File: src/rtl/fetch_pkg.sv
// Shared constants for the instruction prefetch unit.
//   XLEN_DEF     : default address/PC width
//   DEPTH_DEF    : default instruction queue depth (power of two, >= 2)
//   RESET_PC_DEF : default first fetch address after reset
//   PC_INC       : byte distance between consecutive fetches
package fetch_pkg;
    localparam int unsigned XLEN_DEF     = 32;
    localparam int unsigned DEPTH_DEF    = 4;
    localparam logic [31:0] RESET_PC_DEF = 32'h0000_0000;
    localparam int unsigned PC_INC       = 4;
endpackage

File: src/rtl/fetch_fifo.sv
// Instruction queue for the prefetch unit: DEPTH entries of WIDTH bits.
// Ports:
//   clk, rst (async, active-low)
//   flush            : empty the queue (wins over push/pop)
//   push, push_data  : write one entry (ignored when full)
//   pop              : drop the head entry (ignored when empty)
//   head_data        : head entry, zero while empty
//   count            : number of valid entries
module fetch_fifo #(
    parameter  int unsigned DEPTH = 4,
    parameter  int unsigned WIDTH = 64,
    localparam int unsigned CW    = $clog2(DEPTH + 1),
    localparam int unsigned AW    = $clog2(DEPTH)
) (
    input  logic             clk,
    input  logic             rst,
    input  logic             flush,
    input  logic             push,
    input  logic [WIDTH-1:0] push_data,
    input  logic             pop,
    output logic [WIDTH-1:0] head_data,
    output logic [CW-1:0]    count
);

    logic [WIDTH-1:0] mem [DEPTH];
    logic [AW-1:0]    rd_ptr;
    logic [AW-1:0]    wr_ptr;
    logic             do_push;
    logic             do_pop;

    assign do_pop  = pop && (count != '0);
    assign do_push = push && (count != CW'(DEPTH));

    // Pointers wrap naturally because DEPTH is a power of two.
    always_ff @(posedge clk or negedge rst) begin
        if (!rst) begin
            rd_ptr <= '0;
            wr_ptr <= '0;
            count  <= '0;
        end else if (flush) begin
            rd_ptr <= '0;
            wr_ptr <= '0;
            count  <= '0;
        end else begin
            if (do_push) wr_ptr <= wr_ptr + AW'(1);
            if (do_pop)  rd_ptr <= rd_ptr + AW'(1);
            if (do_push && !do_pop)
                count <= count + CW'(1);
            else if (!do_push && do_pop)
                count <= count - CW'(1);
        end
    end

    always_ff @(posedge clk) begin
        if (do_push && !flush) mem[wr_ptr] <= push_data;
    end

    assign head_data = (count != '0) ? mem[rd_ptr] : '0;

endmodule

File: src/rtl/prefetch_unit.sv
// Instruction prefetch unit: issues sequential fetches under a credit rule,
// buffers in-order responses in a queue, and handles redirects by flushing
// the queue and discarding responses still owed by memory.
// Ports:
//   clk, rst (async, active-low)
//   irequest, pc_address_out   : fetch request / address to instruction memory
//   ivalid, instr_out          : memory response strobe / instruction word
//   instr_valid, instr, instr_pc, instr_ready : queue head handshake to decode
//   redirect, redirect_pc      : flush and restart fetch at a new target
//   resp_err                   : sticky flag, response arrived with none owed
module prefetch_unit import fetch_pkg::*; #(
    parameter int unsigned     XLEN     = XLEN_DEF,
    parameter int unsigned     DEPTH    = DEPTH_DEF,
    parameter logic [XLEN-1:0] RESET_PC = XLEN'(RESET_PC_DEF)
) (
    input  logic            clk,
    input  logic            rst,
    output logic            irequest,
    output logic [XLEN-1:0] pc_address_out,
    input  logic            ivalid,
    input  logic [31:0]     instr_out,
    output logic            instr_valid,
    output logic [31:0]     instr,
    output logic [XLEN-1:0] instr_pc,
    input  logic            instr_ready,
    input  logic            redirect,
    input  logic [XLEN-1:0] redirect_pc,
    output logic            resp_err
);

    localparam int unsigned CW = $clog2(DEPTH + 1);

    logic [XLEN-1:0]    fetch_pc;
    logic [XLEN-1:0]    resp_pc;
    logic [CW-1:0]      inflight;
    logic [CW-1:0]      discard;
    logic [CW-1:0]      count;
    logic [32+XLEN-1:0] head;
    logic               credit_ok;
    logic               spurious;
    logic               resp_ok;
    logic               push;
    logic               drop_one;

    // A slot is reserved in the queue for every outstanding request, so a
    // response can always be written without back-pressure.
    assign credit_ok = !redirect && (({1'b0, count} + {1'b0, inflight}) < (CW+1)'(DEPTH));
    assign irequest  = credit_ok && rst;
    assign pc_address_out = fetch_pc;

    assign spurious = ivalid && (inflight == '0) && (discard == '0);
    assign resp_ok  = ivalid && !spurious;
    // Stale responses (owed from before a redirect) are always older than
    // live ones, so they are consumed first.
    assign push     = resp_ok && !redirect && (discard == '0);
    assign drop_one = resp_ok && !redirect && (discard != '0);

    always_ff @(posedge clk or negedge rst) begin
        if (!rst) begin
            fetch_pc <= RESET_PC;
            resp_pc  <= RESET_PC;
            inflight <= '0;
            discard  <= '0;
            resp_err <= 1'b0;
        end else begin
            if (spurious) resp_err <= 1'b1;
            if (redirect) begin
                fetch_pc <= redirect_pc;
                resp_pc  <= redirect_pc;
                inflight <= '0;
                // Everything still owed becomes stale, except a word that
                // lands in this very cycle.
                discard  <= discard + inflight - CW'(resp_ok);
            end else begin
                if (credit_ok) fetch_pc <= fetch_pc + XLEN'(PC_INC);
                if (push)      resp_pc  <= resp_pc + XLEN'(PC_INC);
                if (drop_one)  discard  <= discard - CW'(1);
                inflight <= inflight + CW'(credit_ok) - CW'(push);
            end
        end
    end

    fetch_fifo #(
        .DEPTH (DEPTH),
        .WIDTH (32 + XLEN)
    ) u_fifo (
        .clk       (clk),
        .rst       (rst),
        .flush     (redirect),
        .push      (push),
        .push_data ({instr_out, resp_pc}),
        .pop       (instr_ready && !redirect),
        .head_data (head),
        .count     (count)
    );

    assign instr_valid = (count != '0);
    assign instr       = head[XLEN +: 32];
    assign instr_pc    = head[XLEN-1:0];

endmodule

File: config.mk
export PLATFORM = sky130hd
export DESIGN_NAME = prefetch_unit
export DESIGN_NICKNAME = d
export VERILOG_FILES = /design/src/rtl/fetch_pkg.sv /design/src/rtl/fetch_fifo.sv /design/src/rtl/prefetch_unit.sv
export SDC_FILE = /design/constraint.sdc
export NUM_CORES = 1
export LEC_CHECK = 0
export CORE_MARGIN = 2
export CORE_UTILIZATION = 25
export CTS_CLUSTER_DIAMETER = 150
export CTS_CLUSTER_SIZE = 24
export DETAILED_ROUTE_END_ITERATION = 7
export PLACE_DENSITY = 0.52
export SLEW_MARGIN = 20
export SYNTH_ARGS = -nofsm -noshare
export SYNTH_HDL_FRONTEND = slang
export SYNTH_SLANG_ARGS = --single-unit
File: constraint.sdc
create_clock -name clk -period 8.3 [get_ports clk]
set_input_delay 1.66 -clock clk [delete_from_list [all_inputs] [get_ports clk]]
set_output_delay 1.66 -clock clk [all_outputs]
set_load 0.02 [all_outputs]
Yosys cells after proc, flatten, opt, wreduce, memory -nomap -nowiden
Memory sizes are Yosys's and may differ from the RTL's.
Cells that the tools add are included.
{"block": "word_totals", "output_inout_bits": 99, "input_bits": 69, "elab_cells": 68, "ramBits": 256, "mem_count": 1, "ff_bits": 78}
{"block": "classes", "eq_ne": 1, "mux": 17, "n_reduce_logical": 28, "add_sub_neg": 12, "magnitude_cmp": 1}
{"name": "u_fifo.mem", "depth": 4, "width": 64, "read_ports": 1, "rd_clocked_by_memory_dff": 0, "wr": 1, "line_no": "fetch_fifo.sv:25", "rtl": "logic [WIDTH-1:0] mem [DEPTH];"}
{"cell": "two-way mux 32 bit", "count": 4}
{"cell": "adder 32 x 3 -> 32 bit (second input constant)", "count": 2}
{"cell": "two-way mux 64 bit", "count": 1}
{"cell": "two-way mux 3 bit", "count": 6}
{"cell": "logical AND 1 bit", "count": 14}
{"cell": "nonzero test 2 bit", "count": 5}
{"cell": "nonzero test 3 bit", "count": 3}
{"cell": "two-way mux 2 bit", "count": 4}
{"cell": "zero test 3 bit", "count": 2}
{"cell": "subtractor 3 x 1 -> 3 bit", "count": 2}
{"cell": "subtractor 3 x 1 -> 3 bit (second input constant)", "count": 2}
{"cell": "adder 2 x 1 -> 2 bit (second input constant)", "count": 2}
{"cell": "adder 3 x 3 -> 4 bit", "count": 1}
{"cell": "zero test 1 bit", "count": 4}
{"cell": "less-than comparator 4 x 3 -> 1 bit (second input constant)", "count": 1}
{"cell": "adder 3 x 1 -> 3 bit", "count": 1}
{"cell": "adder 3 x 1 -> 3 bit (second input constant)", "count": 1}
{"cell": "adder 3 bit", "count": 1}
{"cell": "!= test 3 bit (second input constant)", "count": 1}
{"cell": "two-way mux 1 bit", "count": 2}

Depth between registers and ports, before layout
{"block": "depth", "ltp_word": 13, "depth_mapped": 13, "depth_no_buf": 13}

Hierarchy
From an unflattened synthesis, not the netlist that was laid out.
{"block": "hier_totals", "hier_cells": 863, "area_unflattened_um2": 14313.7}
{"mod": "fetch_fifo", "cells_each": 453, "instances": 1, "area_per_inst_um2": 10133.5, "seq_area_each_um2": 7862.5}
{"mod": "prefetch_unit", "cells_each": 410, "instances": 1, "area_per_inst_um2": 4180.3, "seq_area_each_um2": 1776.7}

Least setup slack after synthesis
OpenSTA, ideal clock, no wires.
{"block": "synth_timing", "path_type": "input-to-output", "start": "input port redirect", "end": "output port irequest", "required_ns": 6.640, "setup_slack_ns": 3.876, "path_stages": 5, "path_buffers": 2, "arrival_time_ns": 2.764, "cell_sequence": "inv_1 clkbuf_1 clkbuf_1 nand3_1 nor2_1"}
{"block": "synth_between", "elab_chain_cells": 3}
{"element": "start: declaration", "line_no": "prefetch_unit.sv:26", "rtl": "input logic redirect,"}
{"element": "zero test 1 bit", "line_no": "prefetch_unit.sv:47", "rtl": "assign credit_ok = !redirect && (({1'b0, count} + {1'b0, inflight}) < (CW+1)'(DEPTH));"}
{"element": "logical AND 1 bit", "line_no": "prefetch_unit.sv:47"}
{"element": "logical AND 1 bit", "line_no": "prefetch_unit.sv:48", "rtl": "assign irequest = credit_ok && rst;"}
{"element": "end: declaration", "line_no": "prefetch_unit.sv:18", "rtl": "output logic irequest,"}
Every way passes these cells.

Final worst setup path
{"block": "layout_timing", "start": "register u_fifo.rd_ptr[0]", "end": "output port instr_pc[14]"}
{"block": "layout_between", "elab_chain_cells": 2}
{"element": "start: declaration", "line_no": "fetch_fifo.sv:26", "rtl": "logic [AW-1:0] rd_ptr;"}
{"element": "start signal: assignment", "line_no": "fetch_fifo.sv:46", "rtl": "if (do_pop) rd_ptr <= rd_ptr + AW'(1);"}
{"element": "memory (4 x 64 bit)"}
{"element": "two-way mux 64 bit", "line_no": "fetch_fifo.sv:58", "rtl": "assign head_data = (count != '0) ? mem[rd_ptr] : '0;"}
{"element": "end: declaration", "line_no": "prefetch_unit.sv:24", "rtl": "output logic [XLEN-1:0] instr_pc,"}
Every way passes these cells.

==> results.sh <==
export IMPL_regArea_um2=9650
export IMPL_crit_arrival_ns=3.46
export IMPL_hold_depth=1
export IMPL_yosysTopAreaCell="edfxtp_1"
export IMPL_avgViaCountPerCell=4.63
export IMPL_post_cts_resized=0
export IMPL_hold_class="flip-flop to flip-flop"
export IMPL_status="finished, final reports clean"
export IMPL_instances_no_fill=1875
export IMPL_max_cap_violations=0
export IMPL_rsz0062_at_grt="false"
export IMPL_synth_top_area_share_pct=52.6
export IMPL_yosysSeqAreaShare_pct=66.0
export IMPL_maxSlewViolCount=0
export IMPL_port_buffers=167
export IMPL_irDropWorstVdd_mv=0.156
export IMPL_io_pins=168
export IMPL_cts_sinks=334
export IMPL_r2r_cells=6
export IMPL_p_total_w=0.00445
export IMPL_fin_worst_skew_ns=0.0128
export IMPL_core_um2=57700
export IMPL_synth_cells=959
export IMPL_hold_buffers=0
export IMPL_final_cell_area_um2=17600
export IMPL_synth_edf_count=256
export IMPL_maxSlewHeadroom_pct=29.2
export IMPL_post_route_util_pct=30.5
export IMPL_synth_common_cells="256 x edfxtp_1, 78 x dfrtp_1, 74 x and2_1, 64 x mux4_2, 47 x nor2_1"
export IMPL_dp_cells=1845
export IMPL_yosysWarnings=0
export IMPL_placed_area_um2=17100
export IMPL_num_rows=88
export IMPL_layout_min_cycle_time_ns=5.12
export IMPL_p_leak_nw=5.63
export IMPL_die_y_um=246
export IMPL_setup_violations=0
export IMPL_drt_iter0_drc=465
export IMPL_drive_above_1_share_pct=10.6
export IMPL_fin_setup_tns_ns=0
export IMPL_cts_setup_buffers=0
export IMPL_die_w_um=246
export IMPL_netlist_area_um2=14600
export IMPL_criticalPathCategory="flip-flop to output port"
export IMPL_nets=1186
export IMPL_antenna_found_initial=1
export IMPL_h_tree_depth=1
export IMPL_fillers=5790
export IMPL_fin_crit_sh_pct=61.7
export IMPL_synthDistinctLibCells=54
export IMPL_route_detailed_drc=0
export IMPL_cts_buffers=17
export IMPL_syn_avg_cell_area_um2=15.2
export IMPL_vias=8682
export IMPL_startpoint_type="flip-flop"
export IMPL_ant_nets=0
export IMPL_yosysMostFrequentCell="edfxtp_1"
export IMPL_wirelength_mm=36.5
export IMPL_path_clk_slew_ns=0.10
export IMPL_syn_nets=1046
export IMPL_post_dp_hpwl_mm=23.4
export IMPL_clockBufferDepth=3
export IMPL_clock_latency_ns=0.52
export IMPL_synthFlopType="edfxtp_1"
export IMPL_start_util_pct=25.3
export IMPL_rrSetupSlack_ns=5.02
export IMPL_post_drt_wl_per_cell_um=19.5
export IMPL_cp_required_ns=6.64
export IMPL_yosys_top_cells_area="edfxtp_1 53%, dfrtp_1 13%, mux4_2 9.9%, and2_1 3.2%, and4_1 1.3%"
export IMPL_dr_pass1_iters=4
export IMPL_worstMarginPinSlew_ns=1.05
export IMPL_grt_pass1_vias=8988
export IMPL_cts_tree="done"
export IMPL_grtUsageTotal_pct=12.1
export IMPL_grt_max_degree=76
export IMPL_ys_ff_latch=334
export IMPL_async_flop_share_pct=23.4
export IMPL_fp_dieArea_um2=60400
export IMPL_hold_viol_final=0
export IMPL_clockRootBuffer="clkbuf_16"
export IMPL_grt_overflow=0
export IMPL_max_freq_ghz=0.195
export IMPL_gp_congestion=0.788
export IMPL_path_max_fanout=40
export IMPL_grt_pass1_wl_mm=55.7
export IMPL_end_kind="output port"
export IMPL_area_growth_syn_to_layout_pct=20.3
export IMPL_power_density_nw_per_um2=253
export IMPL_multi_input_area_um2=4660
==> worst max-delay path, stage by stage (launching register included) <==
cell,delay [ns]
dfrtp_4,1.01
buf_4,0.59
mux4_2,0.56
and2_1,0.18
clkdlybuf4s50_1,0.55
==> per-layer routing <==
metal | vias to the layer above | global-route usage (%) | part of all wire (%)
li1 | 4028 | - | -
met2 | 205 | 20.0 | 48
met5 | - | 0 | 0
met4 | 0 | 2.23 | 1.3
met1 | 4421 | 16.9 | 46
met3 | 28 | 1.69 | 4.6
==> report_power, final <==
| group | internal (W) | switching [W] | leakage [nW] |
|---|---|---|---|
| Combinational | 0.000702 | 0.000810 | 2.18 |
| Clock | 0.000391 | 0.000515 | 0.224 |
| Sequential | 0.00189 | 0.000144 | 3.22 |
==> per-stage QoR <==
step / hold slack (ns) / setup slack [ns]
finish: 0.514 / 3.18
global route: 0.538 / 2.87
CTS: 0.526 / 3.03
detailed placement: 0.501 / 3.46
global placement: 0.495 / 3.57
floorplan: 0.476 / 3.88
==> sequential cells by signal, summed over array words and instances, names as in the netlist <==
name,cells
pc_address_out,32
u_fifo.rd_ptr,2
resp_pc,32
inflight,3
u_fifo.mem,256
u_fifo.count,3
resp_err,1
discard,3
u_fifo.wr_ptr,2
==> cell usage in the layout, fill, tap and decap left out, drive strengths merged, types with 19 or more instances in the layout <==
cell type	instances
dfrtp	78
a31oi	24
and4	22
nor2	47
and2	74
nand4	22
nand2	35
clkdlybuf4s50	165
o31ai	22
mux4	64
edfxtp	256
clkbuf	28
or4	19
inv	26
nor3	19
nand3	24
o21ai	21
==> path summary, 6_finish.rpt <==
kind,from,to
worst max-delay path,u_fifo.rd_ptr[0],instr_pc[14]
worst min-delay path,resp_err,resp_err
worst max register to register,discard[0],u_fifo.mem[3][39]
worst min register to register,resp_err,resp_err
max in group asynchronous,rst,u_fifo.rd_ptr[0]
min in group asynchronous,rst,pc_address_out[26]
==> area by class of cell <==
class                           instances  area share (%)
Antenna cell                            1          0.0142
Clock buffer                           28            2.66
Clock inverter                          1          0.0214
Inverter                               26           0.555
Multi-Input combinational cell        543            26.5
Sequential cell                       334            54.9
Tap cell                              765            5.45
Timing Repair Buffer                  177            9.89
==> cells by family (layout without fill, tap and decap cells) <==
logic type               count (synthesis)  after routing  share of synthesized area, %
buffers and inverters                   82            232                          2.21
multiplexers                            78             78                          10.9
AO/OA/AOI/OAI                          117            117                          5.51
adder cells (fa/ha/maj)                 18             18                          1.70
AND/OR/NAND/NOR                        307            307                          12.3
XOR/XNOR                                23             23                          1.38
other                                    0              1                             0
flip-flops                             334            334                          66.0
(Power assumes the default switching activity.)
